===== src/rtl/counter_sequencer.sv =====
// counter_sequencer: command-driven clear/enable/match sequencer
// for a single counter instance, one-shot or periodic.
module counter_sequencer #(
    parameter int PERIODS_WIDTH = 8
) (
    input  logic                     clock_i,
    input  logic                     reset_i,
    input  logic                     cmd_valid_i,
    output logic                     cmd_ready_o,
    input  logic [7:0]               cmd_target_i,
    input  logic                     cmd_periodic_i,
    input  logic                     pause_i,
    input  logic                     abort_i,
    output logic                     cnt_reset_o,
    output logic                     cnt_enable_o,
    input  logic [7:0]               cnt_count_i,
    output logic                     busy_o,
    output logic                     done_o,
    output logic [PERIODS_WIDTH-1:0] periods_o
);

    typedef enum logic [1:0] {
        ST_IDLE,
        ST_CLEAR,
        ST_RUN,
        ST_FLUSH
    } state_t;

    localparam logic [PERIODS_WIDTH-1:0] PMAX = '1;

    state_t     state_q;
    state_t     state_d;
    logic [7:0] target_q;
    logic       periodic_q;
    logic       accept;
    logic       match;
    logic       done_d;

    always_ff @(posedge clock_i) begin
        if (reset_i) begin
            state_q    <= ST_IDLE;
            target_q   <= '0;
            periodic_q <= 1'b0;
            done_o     <= 1'b0;
            periods_o  <= '0;
        end else begin
            state_q <= state_d;
            done_o  <= done_d;
            if (accept) begin
                target_q   <= cmd_target_i;
                // a zero target can never restart usefully
                periodic_q <= cmd_periodic_i && (cmd_target_i != 8'd0);
                periods_o  <= '0;
            end else if (done_d && periods_o != PMAX) begin
                periods_o <= periods_o + PERIODS_WIDTH'(1);
            end
        end
    end

    always_comb begin
        state_d      = state_q;
        cmd_ready_o  = 1'b0;
        cnt_enable_o = 1'b0;
        cnt_reset_o  = reset_i;
        busy_o       = !reset_i && (state_q != ST_IDLE);
        accept       = 1'b0;
        match        = 1'b0;
        done_d       = 1'b0;
        unique case (state_q)
            ST_IDLE: begin
                cmd_ready_o = !reset_i;
                accept      = cmd_valid_i && !reset_i;
                if (accept) state_d = ST_CLEAR;
            end
            ST_CLEAR: begin
                cnt_reset_o = 1'b1;
                state_d     = abort_i ? ST_FLUSH : ST_RUN;
            end
            ST_RUN: begin
                // enable drops in the match cycle so the counter never overshoots
                match        = (cnt_count_i == target_q);
                cnt_enable_o = !reset_i && !pause_i && !match;
                if (abort_i) begin
                    state_d = ST_FLUSH;
                end else if (match) begin
                    done_d  = 1'b1;
                    state_d = periodic_q ? ST_CLEAR : ST_IDLE;
                end
            end
            ST_FLUSH: begin
                cnt_reset_o = 1'b1;
                state_d     = ST_IDLE;
            end
            default: state_d = ST_IDLE;
        endcase
    end

endmodule


===== config.mk =====
export PLATFORM = sky130hd
export DESIGN_NAME = counter_sequencer
export DESIGN_NICKNAME = d
export VERILOG_FILES = /design/src/rtl/counter_sequencer.sv
export SDC_FILE = /design/constraint.sdc
export NUM_CORES = 1
export LEC_CHECK = 0
export BUFFER_PORTS_ARGS = -buffer_cell sky130_fd_sc_hd__buf_2
export CAP_MARGIN = 25
export CORE_ASPECT_RATIO = 1.25
export CORE_MARGIN = 5
export CORE_UTILIZATION = 40
export DETAILED_ROUTE_END_ITERATION = 8
export PLACE_DENSITY_LB_ADDON = 0.2
export REMOVE_ABC_BUFFERS = 1
export SETUP_SLACK_MARGIN = 0.02
export SLEW_MARGIN = 10
export SYNTH_ARGS = -nofsm -noshare
export SYNTH_HDL_FRONTEND = slang
export SYNTH_SLANG_ARGS = --single-unit

===== constraint.sdc =====
create_clock -name clock_i -period 3.4 [get_ports clock_i]
set_input_delay 0.68 -clock clock_i [delete_from_list [all_inputs] [get_ports clock_i]]
set_output_delay 0.68 -clock clock_i [all_outputs]
set_load 0.02 [all_outputs]

==> results of run 1 <==
-- layout make-up --
class | count | area (um2) | share of cell area
Inverter | 2 | 7.51 | 0.00580
Timing Repair Buffer | 36 | 185 | 0.143
Sequential cell | 20 | 400 | 0.309
Clock buffer | 3 | 22.5 | 0.0174
Multi-Input combinational cell | 104 | 607 | 0.469
Clock inverter | 1 | 30.0 | 0.0232
Tap cell | 33 | 41.3 | 0.0319
-- through the flow --
step,util,std cells,setup WS (ns),hold WS (ns)
finish,0.522,199,0.904,0.493
detailed placement,0.501,195,0.694,0.480
floorplan,-,126,0.611,0.449
global route,0.522,199,0.710,0.520
global placement,0.501,195,0.732,0.471
CTS,0.522,199,0.867,0.499
-- cells in the final DEF (no fill, tap or decap), types with 2 or more instances in the layout --
cell      instances
or3_1             4
nor2_1           11
xor2_1            2
nand2b_1         10
or2_2             2
o21ai_0          11
nand3_1           6
a21oi_1           4
nor4_1            5
buf_2            34
buf_4             2
dfxtp_1          20
inv_1             2
nand4_1           3
nor3_1            4
nand2_1          20
clkbuf_4          3
xnor2_1           6
-- sequential cells by signal, indices dropped and copies added, names as in the netlist --
name / count
done_o: 1
periods_o: 8
state_q: 2
target_q: 8
periodic_q: 1
-- worst min path at each step --
stage                     slack (ns)  depth (start not counted)           to        start
final                           0.49                          2   periodic_q   periodic_q
after floorplan                 0.45                          2   periodic_q   periodic_q
after global routing            0.52                          2  target_q[3]  target_q[3]
after global placement          0.47                          2   periodic_q   periodic_q
after CTS                       0.50                          2   state_q[0]   periodic_q
after detailed placement        0.48                          2   periodic_q   periodic_q
-- worst max-delay path: stages --
cell and delay [ns]:
buf_2 0.10, xnor2_1 0.13, nand4_1 0.20, nor4_1 0.43, nor4b_1 0.10, buf_2 0.17
-- power breakdown --
group	internal (mW)	total, mW	switching (mW)
registers	0.248	0.262	0.0136
logic	0.0392	0.0808	0.0416
clock network	0.119	0.194	0.0746
-- per-layer routing --
layer  up-vias  GRT usage  wire length [um]
li1        531          -                 -
met1       458      0.155              1080
met2        26      0.238              1210
met3         4     0.0271               120
met4         0     0.0486                30
met5         -          0                 0
-- logic make-up (layout without fill, tap and decap cells) --
| kind of cell | Yosys count | count (layout) |
|---|---|---|
| and+or+nand+nor | 71 | 71 |
| AOI/OAI and AO/OA | 23 | 23 |
| DFF | 20 | 20 |
| buffers and inverters | 9 | 42 |
| xor gates and xnor gates | 8 | 8 |
| adders and majority gates | 1 | 1 |
| muxes | 1 | 1 |
==> results.yml, run 1 <==
logic_synthesis:
  synthSimpleGateAreaFrac: 0.351
  synth-main-ff-cell: "dfxtp_1"
  synthTopCellsByCount: "20 x dfxtp_1, 20 x nand2_1, 11 x nor2_1, 11 x o21ai_0, 10 x nand2b_1"
  synth_top_family_by_area: "simple AND/OR/NAND/NOR gates"
  synth_top_area_cell: "dfxtp_1"
  synth_cell_types: 33
  seq_area_frac_synth: 0.385
  synth_area_leaders: "dfxtp_1 39%, nand2_1 7.2%, nand2b_1 6.0%"
  synth_mux_area_frac: 0.00963
  ys_seq_elements: 20
  yosys.area_share.adder: 0.0120
  yosysWarnings: 0
  netlist.area_leader.share: 0.385
  synth.avg_cell_area_um2: 7.82
  synth_compound_area_frac: 0.137
  synthArstFlopShare: 0
  syn-cell-area_mm2: 0.00104
  synth_edf_count: 0
  synth_xor_area_frac: 0.0674
  syn_inst: 133
cts:
  cts_sinks: 20
  cts_tree: "done"
  cts-buffers-inserted: 3
  cts_hold_buf: 0
  clk_latency_ns: 0.30
  cts-resized-gates: 0
  clk_pin_slew_ns: 0.11
  cts_setup_buffers: 0
  htree_num_levels: 1
  cts-root-buf: "clkbuf_4"
  clockBufferDepth: 2
sta:
  hold_viol: 0
  timing.final.crit_period_ns: 2.50
  slew_viol_final: 0
  fin_setup_tns_ns: 0
  fmax_ghz: 0.401
  tightest_slew_ns: 0.534
  slew_headroom: 0.641
  period_share: 0.734
  setup_viol: 0
  skew_ns: 0.00588
  rsz0062_at_grt: "false"
placement:
  gp_congestion: 0.792
  placed_cell_area_mm2: 0.00124
  hpwl_um: 1930
  io_buffers: 34
worst_setup_path:
  critPathKind: "in2out"
  arrival_ns: 1.82
  endpoint: "cnt_enable_o"
  rr_startpoint: "state_q[1]"
  crit_start: "cnt_count_i[7]"
  cp_max_fo: 4
  cp.required_ns: 2.72
  reg2reg_slack_ns: 0.98
  reg2reg_depth: 5
  endpoint_kind: "output pin"
  timing.rr.end: "periods_o[4]"
  worst_setup_path_start_kind: "primary input"
power:
  p_leak_nw: 0.526
  totalPowerFinal_mw: 0.536
  p_per_area_mw_per_mm2: 415
  ir_drop_v: 0.000229
global_routing:
  grt_first_pass_wirelength_um: 4060
  track_usage: 0.133
  overflow: 0
  antenna_found_initial: 0
  grt_max_degree: 22
  grt_pass1_vias: 1000
floorplan:
  coreArea_mm2: 0.00248
  die_y_um: 67
  fp.dieW_um: 55.6
  rows: 20
  initial_core_util: 0.420
  die-area_mm2: 0.00373
  ios: 35
final_layout:
  design_area_mm2: 0.00129
  antennaDiodeCount: 0
  area_delta_synth_final_pct: 24.4
  fillers: 235
  drive_gt1_frac: 0.265
  fin_nets: 190
detailed_routing:
  vias_per_cell: 5.12
  wl_per_cell_um: 12.3
  drc: 0
  first_pass_iters: 4
  dr.first_iter.drc_count: 20
  wl_um: 2440
  via_count: 1019
  postRouteAntennaNets: 0
status:
  status: "completed"
worst_hold_path:
  min_path_type: "reg2reg"
job:
  cap_violations: 0
Note: power is estimated with default switching activity, not from simulation.
==> run 2: changes to the inputs <==
Settings changed: ABC_AREA set to 1.
Clock period 3.4 ns to 2.31 ns, I/O delays scaled along.
==> results.yml, run 2 <==
logic_synthesis:
  syn-cell-area_mm2: 0.00119
  synthArstFlopShare: 0
  synth_area_leaders: "dfxtp_1 34%, nand2_1 19%, inv_1 9.2%"
  ys_seq_elements: 20
  syn_inst: 191
  yosysMostFrequentCell: "nand2_1"
  synth-main-ff-cell: "dfxtp_1"
  synth_edf_count: 0
  synth.avg_cell_area_um2: 6.22
  netlist.area_leader.share: 0.337
  synth_cell_types: 21
  synth_top_area_cell: "dfxtp_1"
  yosysWarnings: 0
  seq_area_frac_synth: 0.337
  synthTopCellsByCount: "60 x nand2_1, 29 x inv_1, 26 x nor2_1"
final_layout:
  design_area_mm2: 0.00144
  final_common_cell: "nand2_1"
  antennaDiodeCount: 0
  drive_gt1_frac: 0.271
  ff_latch_area_um2: 400
  fillers: 320
  fin_nets: 253
  final_cell_mix: "60 x nand2_1, 34 x buf_2, 29 x inv_1"
  multiInputGateArea_um2: 643
  area_delta_synth_final_pct: 21.2
  fin_cells: 265
  reg_top3: "periods_o x8, target_q x8, state_q x2"
  fin_util: 0.498
global_routing:
  track_usage: 0.124
  antenna_found_initial: 0
  grt_pass1_vias: 1031
  grt_first_pass_wirelength_um: 4130
  grt_max_degree: 12
  overflow: 0
worst_setup_path:
  endpoint_kind: "output pin"
  worst_setup_path_start_kind: "register"
  critPathKind: "reg2out"
  cp.required_ns: 1.85
  reg2reg_slack_ns: 0.78
  cp_max_fo: 9
  arrival_ns: 1.54
power:
  ir_drop_v: 0.000367
  p_leak_nw: 0.746
  p_per_area_mw_per_mm2: 569
floorplan:
  initial_core_util: 0.411
  die_y_um: 70.9
  fp.dieW_um: 58.7
  die-area_mm2: 0.00416
  rows: 22
  coreArea_mm2: 0.00289
  ios: 35
cts:
  cts-resized-gates: 0
  cts_setup_buffers: 0
  clk_pin_slew_ns: 0.12
  cts-buffers-inserted: 3
  cts_tree: "done"
  clockBufferDepth: 2
  cts_sinks: 20
  clk_latency_ns: 0.30
  cts-root-buf: "clkbuf_4"
  htree_num_levels: 1
  cts_hold_buf: 0
detailed_routing:
  dr.first_iter.drc_count: 18
  vias_per_cell: 4.39
  first_pass_iters: 4
  postRouteAntennaNets: 0
  via_count: 1164
  drc: 0
  wl_um: 2440
  wl_per_cell_um: 9.22
sta:
  rsz0062_at_grt: "false"
  setup_viol: 0
  fmax_ghz: 0.500
  hold_viol: 0
  timing.final.crit_period_ns: 2.00
  period_share: 0.866
  slew_viol_final: 0
  slew_headroom: 0.798
  fin_setup_tns_ns: 0
  skew_ns: 0.00494
  tightest_slew_ns: 0.302
  layout_setup_ws_ns: 0.309
placement:
  gp_congestion: 0.752
  place_ws_ns: 0.432
  placed_cell_area_mm2: 0.00140
  hpwl_um: 2050
  place_inst: 261
  io_buffers: 34
job:
  cap_violations: 0
worst_hold_path:
  min_path_type: "in2reg"
status:
  status: "completed"
## run 2: cell types whose count changed after synthesis, moves of 5 or more
cell | previous run | this run
nor2_1 | 11 | 26
nand2_1 | 20 | 60
clkbuf_1 | 5 | 0
o21ai_1 | 0 | 7
inv_1 | 2 | 29
o21ai_2 | 0 | 8
inv_2 | 0 | 6
nand2b_1 | 10 | 0
o21ai_0 | 11 | 0
xnor2_1 | 6 | 1
## run 2: cell type report
type,instances,area share
repair buffers,34,0.118
multi-input cells,134,0.447
inverters,37,0.100
clock buffers,4,0.0252
well taps,36,0.0313
flip-flops and latches,20,0.278
## run 2: kinds of logic after synthesis
group / after synthesis / synth area share
AO/OA/AOI/OAI: 21 / 0.117
XOR/XNOR: 1 / 0.00738
adder cells (fa/ha/maj): 1 / 0.0105
buffers and inverters: 37 / 0.121
flip-flops: 20 / 0.337
AND/OR/NAND/NOR: 111 / 0.407
## run 2: per-stage QoR
step / hold slack (ns) / power, mW
6_report: 0.375 / 0.819
3_5_place_dp: 0.457 / 0.624
5_1_grt: 0.369 / 0.880
2_1_floorplan: 0.447 / 0.560
3_3_place_gp: 0.456 / 0.623
4_1_cts: 0.372 / 0.829
## run 2: power breakdown
group,leakage [nW],internal (mW),switching [mW]
Sequential,0.163,0.374,0.0176
Combinational,0.562,0.0791,0.142
Clock,0.0210,0.0960,0.110
## run 2: routing by layer
metal / GRT usage / vias to the layer above / wire, um
li1: - / 662 / -
met1: 0.156 / 478 / 1140
met2: 0.209 / 22 / 1140
met3: 0.0201 / 2 / 138
met4: 0.0453 / 0 / 23
met5: 0 / - / 0
## run 2: path summary, 6_finish.rpt
kind | to | depth (start not counted) | start
min | target_q[5] | 3 | cmd_target_i[5]
min reg2reg | target_q[2] | 2 | target_q[2]
max | cnt_enable_o | 9 | target_q[5]
max reg2reg | periods_o[2] | 10 | periods_o[0]
## run 2: worst max-delay path: stages, from the launching register on
cell	delay, ns
dfxtp_1	0.35
inv_1	0.06
nand2_1	0.05
nand2_1	0.04
nand2_1	0.09
inv_2	0.03
nand2_1	0.17
nor2_8	0.07
nor4_1	0.17
buf_2	0.21
